[src/rtl/fetch_stage.sv]
// Instruction fetch for one ECC_CPU core: owns PC and lane mask, keeps one read in
// flight, and buffers returned words in a 2-entry packet queue feeding decode.
module fetch_stage #(
  parameter int              CORE_ID  = 0,
  parameter int              PC_W     = 64,
  parameter int              LANES    = 8,
  parameter logic [PC_W-1:0] RESET_PC = {PC_W{1'b0}}
) (
  input  logic             clk,
  input  logic             rst_n,
  output logic             mem_req_valid,
  input  logic             mem_req_ready,
  output logic [PC_W-1:0]  mem_req_addr,
  input  logic             mem_rsp_valid,
  input  logic [31:0]      mem_rsp_data,
  output logic             dec_pkt_valid,
  input  logic             dec_pkt_ready,
  output logic [PC_W-1:0]  dec_pkt_pc,
  output logic [31:0]      dec_pkt_insn,
  output logic [LANES-1:0] dec_pkt_mask,
  input  logic             redir_valid,
  input  logic [PC_W-1:0]  redir_pc,
  input  logic [LANES-1:0] redir_mask,
  input  logic             halt
);

  localparam logic [1:0] ST_RUN    = 2'd0;
  localparam logic [1:0] ST_WAIT   = 2'd1;
  localparam logic [1:0] ST_HALTED = 2'd2;

  logic [1:0]       state_r;
  logic [PC_W-1:0]  pc_r;
  logic [LANES-1:0] mask_r;
  logic [PC_W-1:0]  tag_pc_r;
  logic [LANES-1:0] tag_mask_r;
  logic             outstanding_r;
  logic             drop_r;
  logic [PC_W-1:0]  q_pc_r   [2];
  logic [31:0]      q_insn_r [2];
  logic [LANES-1:0] q_mask_r [2];
  logic             head_r;
  logic             tail_r;
  logic [1:0]       count_r;

  logic req_valid_s;
  logic req_fire_s;
  logic rsp_take_s;
  logic redir_s;
  logic flush_s;
  logic push_s;
  logic pop_s;
  logic unused_s;

  // Handshake qualification; a redirect or halt flushes the queue and blocks push/pop.
  always_comb begin
    req_valid_s = 1'b0;
    redir_s     = 1'b0;
    flush_s     = 1'b0;
    if (rst_n && (state_r == ST_RUN) && !outstanding_r && (count_r < 2'd2) && !redir_valid) begin
      req_valid_s = 1'b1;
    end else begin
      req_valid_s = 1'b0;
    end
    if (redir_valid && !halt && (state_r != ST_HALTED)) begin
      redir_s = 1'b1;
    end else begin
      redir_s = 1'b0;
    end
    if (halt || redir_s || (state_r == ST_HALTED)) begin
      flush_s = 1'b1;
    end else begin
      flush_s = 1'b0;
    end
    req_fire_s = req_valid_s && mem_req_ready;
    rsp_take_s = mem_rsp_valid && outstanding_r;
    push_s     = rsp_take_s && !drop_r && !flush_s;
    pop_s      = (count_r != 2'd0) && dec_pkt_ready && !flush_s;
  end

  assign mem_req_valid = req_valid_s;
  assign mem_req_addr  = pc_r;
  assign dec_pkt_valid = (count_r != 2'd0);
  assign dec_pkt_pc    = q_pc_r[head_r];
  assign dec_pkt_insn  = q_insn_r[head_r];
  assign dec_pkt_mask  = q_mask_r[head_r];
  assign unused_s      = ^redir_pc[1:0];

  // Control state: halt is terminal and outranks everything else.
  always_ff @(posedge clk or negedge rst_n) begin
    if (!rst_n) begin
      state_r <= ST_RUN;
    end else if (halt) begin
      state_r <= ST_HALTED;
    end else begin
      case (state_r)
        ST_RUN:    state_r <= req_fire_s ? ST_WAIT : ST_RUN;
        ST_WAIT:   state_r <= rsp_take_s ? ST_RUN : ST_WAIT;
        ST_HALTED: state_r <= ST_HALTED;
        default:   state_r <= ST_RUN;
      endcase
    end
  end

  // In-flight bookkeeping; a flushed request's late response is marked for discard.
  always_ff @(posedge clk or negedge rst_n) begin
    if (!rst_n) begin
      outstanding_r <= 1'b0;
      drop_r        <= 1'b0;
    end else begin
      if (req_fire_s) begin
        outstanding_r <= 1'b1;
      end else if (rsp_take_s) begin
        outstanding_r <= 1'b0;
      end else begin
        outstanding_r <= outstanding_r;
      end
      if ((halt || redir_s) && outstanding_r && !mem_rsp_valid) begin
        drop_r <= 1'b1;
      end else if (halt && req_fire_s) begin
        drop_r <= 1'b1;
      end else if (rsp_take_s) begin
        drop_r <= 1'b0;
      end else begin
        drop_r <= drop_r;
      end
    end
  end

  // PC, lane mask and the tag travelling with the outstanding request.
  always_ff @(posedge clk or negedge rst_n) begin
    if (!rst_n) begin
      pc_r       <= {RESET_PC[PC_W-1:2], 2'b00};
      mask_r     <= {LANES{1'b1}};
      tag_pc_r   <= {PC_W{1'b0}};
      tag_mask_r <= {LANES{1'b0}};
    end else if (req_fire_s) begin
      tag_pc_r   <= pc_r;
      tag_mask_r <= mask_r;
      pc_r       <= pc_r + {{(PC_W-3){1'b0}}, 3'd4};
    end else if (redir_s) begin
      pc_r   <= {redir_pc[PC_W-1:2], 2'b00};
      mask_r <= redir_mask;
    end else begin
      pc_r   <= pc_r;
      mask_r <= mask_r;
    end
  end

  // Two-entry packet queue toward decode.
  always_ff @(posedge clk or negedge rst_n) begin
    if (!rst_n) begin
      head_r  <= 1'b0;
      tail_r  <= 1'b0;
      count_r <= 2'd0;
      for (int i = 0; i < 2; i++) begin
        q_pc_r[i]   <= {PC_W{1'b0}};
        q_insn_r[i] <= 32'd0;
        q_mask_r[i] <= {LANES{1'b0}};
      end
    end else if (flush_s) begin
      head_r  <= 1'b0;
      tail_r  <= 1'b0;
      count_r <= 2'd0;
    end else begin
      if (push_s) begin
        q_pc_r[tail_r]   <= tag_pc_r;
        q_insn_r[tail_r] <= mem_rsp_data;
        q_mask_r[tail_r] <= tag_mask_r;
        tail_r           <= ~tail_r;
      end
      if (pop_s) begin
        head_r <= ~head_r;
      end
      case ({push_s, pop_s})
        2'b10:   count_r <= count_r + 2'd1;
        2'b01:   count_r <= count_r - 2'd1;
        default: count_r <= count_r;
      endcase
    end
  end

  fetch_stage_chk #(.CORE_ID(CORE_ID)) u_chk (
    .clk           (clk),
    .rst_n         (rst_n),
    .mem_rsp_valid (mem_rsp_valid),
    .outstanding   (outstanding_r),
    .drop          (drop_r)
  );

endmodule

// Simulation checks for fetch_stage: memory must never answer an unissued read.
module fetch_stage_chk #(
  parameter int CORE_ID = 0
) (
  input logic clk,
  input logic rst_n,
  input logic mem_rsp_valid,
  input logic outstanding,
  input logic drop
);

  property p_no_stray_rsp;
    @(posedge clk) disable iff (!rst_n) mem_rsp_valid |-> (outstanding || drop);
  endproperty

  a_no_stray_rsp: assert property (p_no_stray_rsp)
    else $error("fetch_stage[%0d]: response with no request outstanding", CORE_ID);

endmodule

[config.mk]
export PLATFORM = sky130hd
export DESIGN_NAME = fetch_stage
export DESIGN_NICKNAME = d
export VERILOG_FILES = /design/src/rtl/fetch_stage.sv
export SDC_FILE = /design/constraint.sdc
export NUM_CORES = 1
export LEC_CHECK = 0
export CAP_MARGIN = 20
export CORE_ASPECT_RATIO = 1.4
export CORE_UTILIZATION = 47
export CTS_BUF_LIST = sky130_fd_sc_hd__clkbuf_16
export DETAILED_ROUTE_END_ITERATION = 6
export PLACE_DENSITY = 0.82
export SLEW_MARGIN = 15
export SYNTH_ARGS = -nofsm -noshare
export SYNTH_HDL_FRONTEND = slang
export SYNTH_SLANG_ARGS = --single-unit
[constraint.sdc]
create_clock -name clk -period 2.2 [get_ports clk]
set_input_delay 0.44 -clock clk [delete_from_list [all_inputs] [get_ports clk]]
set_output_delay 0.44 -clock clk [all_outputs]
set_load 0.05 [all_outputs]
# [Word level (Yosys, flattened, before mapping)]
# Cells that the tools add are included.
[word_totals] regBits=360 out_inout_bits=170
[classes] order_cmp=4 n_eq_ne=5 muxes=37 add_sub_neg=3 n_reduce_logical=34 bitwise=6
[op_table] operator="64-bit two-way mux" count=6
[op_table] operator="128-bit bitwise mux" count=1
[op_table] operator="32-bit two-way mux" count=4
[op_table] operator="64-bit by 3-bit adder with 64-bit output, second input constant" count=1
[op_table] operator="64-bit bitwise mux" count=1
[op_table] operator="64-bit demux with 1-bit select" count=1
[op_table] operator="32-bit demux with 1-bit select" count=1
[op_table] operator="8-bit two-way mux" count=4
[op_table] operator="16-bit bitwise mux" count=1
[op_table] operator="1-bit logical AND" count=16
[op_table] operator="1-bit two-way mux" count=13
[op_table] operator="2-bit nonzero test" count=5
[op_table] operator="8-bit demux with 1-bit select" count=1
[op_table] operator="1-bit zero test" count=6
[op_table] operator="2-bit one-hot mux with 3 select lines" count=1
[op_table] operator="3-bit nonzero test" count=2
[op_table] operator="2-bit by 1-bit equality test with 1-bit output, second input constant" count=2
[op_table] operator="2-bit equality test, second input constant" count=2
[op_table] operator="2-bit greater-or-equal comparator, second input constant" count=2
[op_table] operator="2-bit two-way mux" count=2
[op_table] operator="1-bit inverter" count=4
[op_table] operator="1-bit inverter with 2-bit output" count=2
[op_table] operator="2-bit one-hot mux with 2 select lines" count=1
[op_table] operator="2-bit AND reduction" count=2
[op_table] operator="other kinds (7)" count=8

# [Logic depth before layout (Yosys ltp)]
[depth] depth_word=12 depth_mapped=8 depth_no_buf=6

# [Worst setup path after synthesis]
# No wires, ideal clock.
[synth_path] path_type="input to output" startpoint="input redir_valid" endpoint="output mem_req_valid" n_path_buf=1 arrival_ps=2256 cell_stages=3 path_slack_ps=-496 required_ps=1760 cell_sequence="or4_1 -> buf_2 -> nor3b_1"
[synth_via] elab_chain_cells=3
[synth_lines] element="from (decl)" line_no="21" source="input logic redir_valid,"
[synth_lines] element="1-bit zero test" line_no="59" source="if (rst_n && (state_r == ST_RUN) && !outstanding_r && (count_r < 2'd2) && !redir_valid) begin"
[synth_lines] element="1-bit logical AND" line_no="59"
[synth_lines] element="1-bit two-way mux" line_no="59"
[synth_lines] element="to (decl)" line_no="11" source="output logic mem_req_valid,"
# Every way passes these cells.

# [Worst setup path in the final report]
[layout_path] startpoint="register state_r[1]" endpoint="output mem_req_valid"
[layout_via] elab_chain_cells=6
[layout_lines] element="from (decl)" line_no="31" source="logic [1:0] state_r;"
[layout_lines] element="from (signal assigned)" line_no="96" source="ST_RUN: state_r <= req_fire_s ? ST_WAIT : ST_RUN;"
[layout_lines] element="from (signal assigned)" line_no="97" source="ST_WAIT: state_r <= rsp_take_s ? ST_RUN : ST_WAIT;"
[layout_lines] element="2-bit zero test" line_no="59"
[layout_lines] element="1-bit logical AND (4 in a row)" line_no="59"
[layout_lines] element="1-bit two-way mux" line_no="59"
# Every way passes these cells.

==> implementation parameters <==
Parameter                              Value

Outcome
  Run status    finished with violations
  Violations in the final reports    setup timing

Route
  Total detailed-routing wirelength    roughly 52000 um
  Initial DRC count    1018
  Residual DRC    0
  1st-pass router iterations    6
  Drt via density    5.824
  Total via count in the routed design    13134
  Antenna Nets Post-Route    0
  Wirelength per Cell    between 20 and 25 um

STA
  Slew @ Worst Pin    993.9 ps
  Unrepaired setup endpoints after global routing    yes
  Final setup viols    roughly 270
  Relative slew margins    roughly 34%
  Final hold violation count    0
  Post-layout minimum cycle time    2474 ps
  Ratio of final minimum period to clock period    112.4%
  Setup slack after layout    -273.7 ps
  Timing-limited maximum frequency    404.3 MHz
  Number of pins with negative max-slew slack in the final report    0
  Clock skew    15.58 ps

Synthesis
  Syn_area_per_cell    11.84 sq um
  Post-synth top flop    sky130_fd_sc_hd__dfrtp_1
  Area of the mapped netlist    0.01651 sq mm
  Post-synth EDFFs    0
  Portion of the post-synthesis area used by sequential elements    53.40%
  Cells taking the most area after synthesis    sky130_fd_sc_hd__dfrtp_1 52%, sky130_fd_sc_hd__mux2_2 15%, sky130_fd_sc_hd__mux2_4 7.3%
  Cell type contributing the most total cell area after synthesis    sky130_fd_sc_hd__dfrtp_1
  Count of yosys warnings during synthesis    0
  Cells after Synth    between 1000 and 1500
  Top-area cell type share of the netlist area    a little over half
  Async set or reset register ratio after synthesis    100.0%
  Yosys cell types    72
  Flip-flop and latch count after synthesis    ~350

Placed design
  Placed Area    0.02018 sq mm
  Number of port buffers    274
  Detailed placer's ending HPWL    31570 um
  Global placer's final weighted congestion    0.8897
  Post-placement cell count    2147

Pwr
  Design internal power    10.76 mW
  Static power due to leakage    11.46 nW
  Clock share of power    41.9%
  Proportion of power drawn by combinational gates    between 10% and 20%
  Areal power density over the cells    646.8 mW/mm^2
  Fraction of power spent switching nets    26.79%
  Maximum resistive drop on vdd    0.5191 mV
  Power share of the sequential group    between 40% and 50%
  Net switching power of the design    roughly 4 mW

Layout
  Final instance area    0.02273 sq mm
  Fraction of final layout cells sized beyond drive strength 1    38.27%
  Synthesis-to-finish area growth    37.64%
  Net count reported at finish    about 1900
  Most frequent standard cell in the layout excluding fill and tap cells    sky130_fd_sc_hd__dfrtp_1
  Most frequent cells in the layout    322 x sky130_fd_sc_hd__dfrtp_1, 290 x sky130_fd_sc_hd__nand2_1, 203 x sky130_fd_sc_hd__mux2_2
  Count of non-filler cells in the finished layout    2255
  Filler instances    2411

Clock tree
  Insertion delay to the later sink of the worst-skew pair    540 ps
  Number of levels in the clock H-tree    2
  Clock-pin slew reported for the worst setup and hold paths after clock tree synthesis    around 60 ps
  TritonCTS Sinks    352
  Number of buffers created by CTS    36
  Clock Tree Buf Depth    3
  CTS tree    yes
  Clock Tree Root    sky130_fd_sc_hd__clkbuf_16

Worst setup path
  Crit Path Max Fanout    2
  Arrival time at the worst endpoint    2030 ps
  Worst Path Required    1760 ps
  Crit Path Category    flip-flop to output port
  Endpoint kind of the worst setup timing path    output port
  Crit path launch type    flip-flop

Min path
  Type of the most critical hold path    input port to async pin

GRT
  Total congestion overflow after global routing    0
  Wire length of the first global-routing pass    between 70000 and 80000 um
  Maximum number of pins on one net before global-route repair    ~160
  Vias in the first global route    between 10000 and 15000
  Antenna violations before repair    2
  All-Layer GR Usage    27.80%

Floorplanning
  Die span in x    160.4 um
  Die height    roughly 220 um
  Site row count    80
  Number of primary I/O pins    281
  Starting density of the core    48.10%
  Standard cell core area    around 0.034 sq mm
  Die Area    0.03590 sq mm

Run
  Max-cap violation count    0
[logic make-up after synthesis]
logic type | Yosys count | synth area share, %
xor+xnor | 5 | 0.2652
simple gates | 483 | 13.89
other cells | 1 | 0.02271
flops | 352 | 53.40
compound gates | 133 | 5.819
mux | 319 | 23.48
fa+ha+maj | 1 | 0.07576
buf+inv | 101 | 3.046
[power by group through the flow]
stage	clock network [mW]	registers, mW	logic, mW
2_1_floorplan	0	7.44	0.331
3_3_place_gp	0	7.01	1.64
3_5_place_dp	0	7.02	1.67
4_1_cts	6.19	6.90	1.62
5_1_grt	6.44	6.93	1.72
6_report	6.15	6.91	1.63
[layer usage]
metal	wire length [um]	part of all wire, %	track usage [%]	vias up
li1	-	-	-	5728
met1	20200	39	33.74	6691
met2	26730	51	48.30	570
met3	2989	5.7	4.518	143
met4	2389	4.6	12.66	2
met5	13	0.025	0	-
[flip-flops by register name, summed over array words and instances, names as in the netlist]
signal         cells
drop_r             1
q_insn_r          64
state_r            2
head_r             1
q_mask_r          16
tag_pc_r          62
count_r            2
mask_r             8
tag_mask_r         8
mem_req_addr      62
outstanding_r      1
q_pc_r           124
tail_r             1
[layout make-up]
cell class	count	area, sq um	area share (%)
Timing Repair Buffer	430	4717	20.75
Inverter	10	37.54	0.1651
Tap cell	451	564.3	2.483
Multi-Input combinational cell	947	7411	32.60
Clock buffer	37	925.9	4.074
Clock inverter	27	222.7	0.9799
Antenna cell	1	2.502	0.01101
Sequential cell	352	8848	38.93
[cells in the mapped netlist (9+ instances only)]
library cell	n
sky130_fd_sc_hd__o21ai_0	26
sky130_fd_sc_hd__or4_1	10
sky130_fd_sc_hd__mux2_2	227
sky130_fd_sc_hd__buf_6	9
sky130_fd_sc_hd__a21oi_1	10
sky130_fd_sc_hd__mux2_4	80
sky130_fd_sc_hd__a21o_1	9
sky130_fd_sc_hd__dfrtp_1	344
sky130_fd_sc_hd__o211ai_1	20
sky130_fd_sc_hd__nand4_1	26
sky130_fd_sc_hd__buf_2	29
sky130_fd_sc_hd__nand2_1	292
sky130_fd_sc_hd__and3_1	11
sky130_fd_sc_hd__clkbuf_1	37
sky130_fd_sc_hd__mux2i_1	12
sky130_fd_sc_hd__o311ai_1	10
sky130_fd_sc_hd__nor3_1	10
sky130_fd_sc_hd__and4_1	9
sky130_fd_sc_hd__nand3_1	47
sky130_fd_sc_hd__buf_1	10
sky130_fd_sc_hd__inv_1	10
sky130_fd_sc_hd__nor2_1	29
[path summary, 6_finish.rpt]
check	from	to	slack, ps	cells past startpoint
setup / recovery	state_r[1]$_DFF_PN0_	mem_req_valid	-270	4
hold / removal	rst_n	head_r$_DFFE_PN0P_	70	2
setup reg to reg	state_r[1]$_DFF_PN0_	q_pc_r[31]$_DFFE_PN0P_	-120	8
hold reg to reg	mask_r[5]$_DFFE_PN1P_	mask_r[5]$_DFFE_PN1P_	460	2
max in group asynchronous	rst_n	q_pc_r[45]$_DFFE_PN0P_	1030	3
min in group clk	redir_mask[4]	mask_r[4]$_DFFE_PN1P_	430	3
[critical path, stage by stage, from the launching register on]
cell	delay (ps)
sky130_fd_sc_hd__dfrtp_1	400
sky130_fd_sc_hd__or4_4	560
sky130_fd_sc_hd__buf_12	150
sky130_fd_sc_hd__nor3b_4	220
sky130_fd_sc_hd__buf_12	170
[stage by stage]
| stage | util, % | TNS (ps) | setup WS, ps | hold WS, ps | power, mW |
|---|---|---|---|---|---|
| global route | 66.20 | -34140 | -317.3 | 123.5 | 15.10 |
| finish | 66.20 | -20850 | -273.7 | 66.18 | 14.70 |
| detailed placement | 58.79 | -95770 | -517.7 | 450.9 | 8.685 |
| CTS | 65.15 | -15680 | -337.2 | 83.70 | 14.71 |
| floorplan | - | -56.00 | -27.21 | 144.4 | 7.771 |
| global placement | 58.79 | -90270 | -512.1 | 449.0 | 8.646 |
[repair_timing]
item                                   4_1_cts  5_1_grt
hold buffers                                 1        0
endpoints found under the hold margin       22        0
gates cloned                                13       12
gates resized for setup                    208       60
pin swaps                                    5        8
setup buffers                               16        9
setup endpoints to repair                  155      297
No activity file was read; power rests on OpenSTA's default activity.
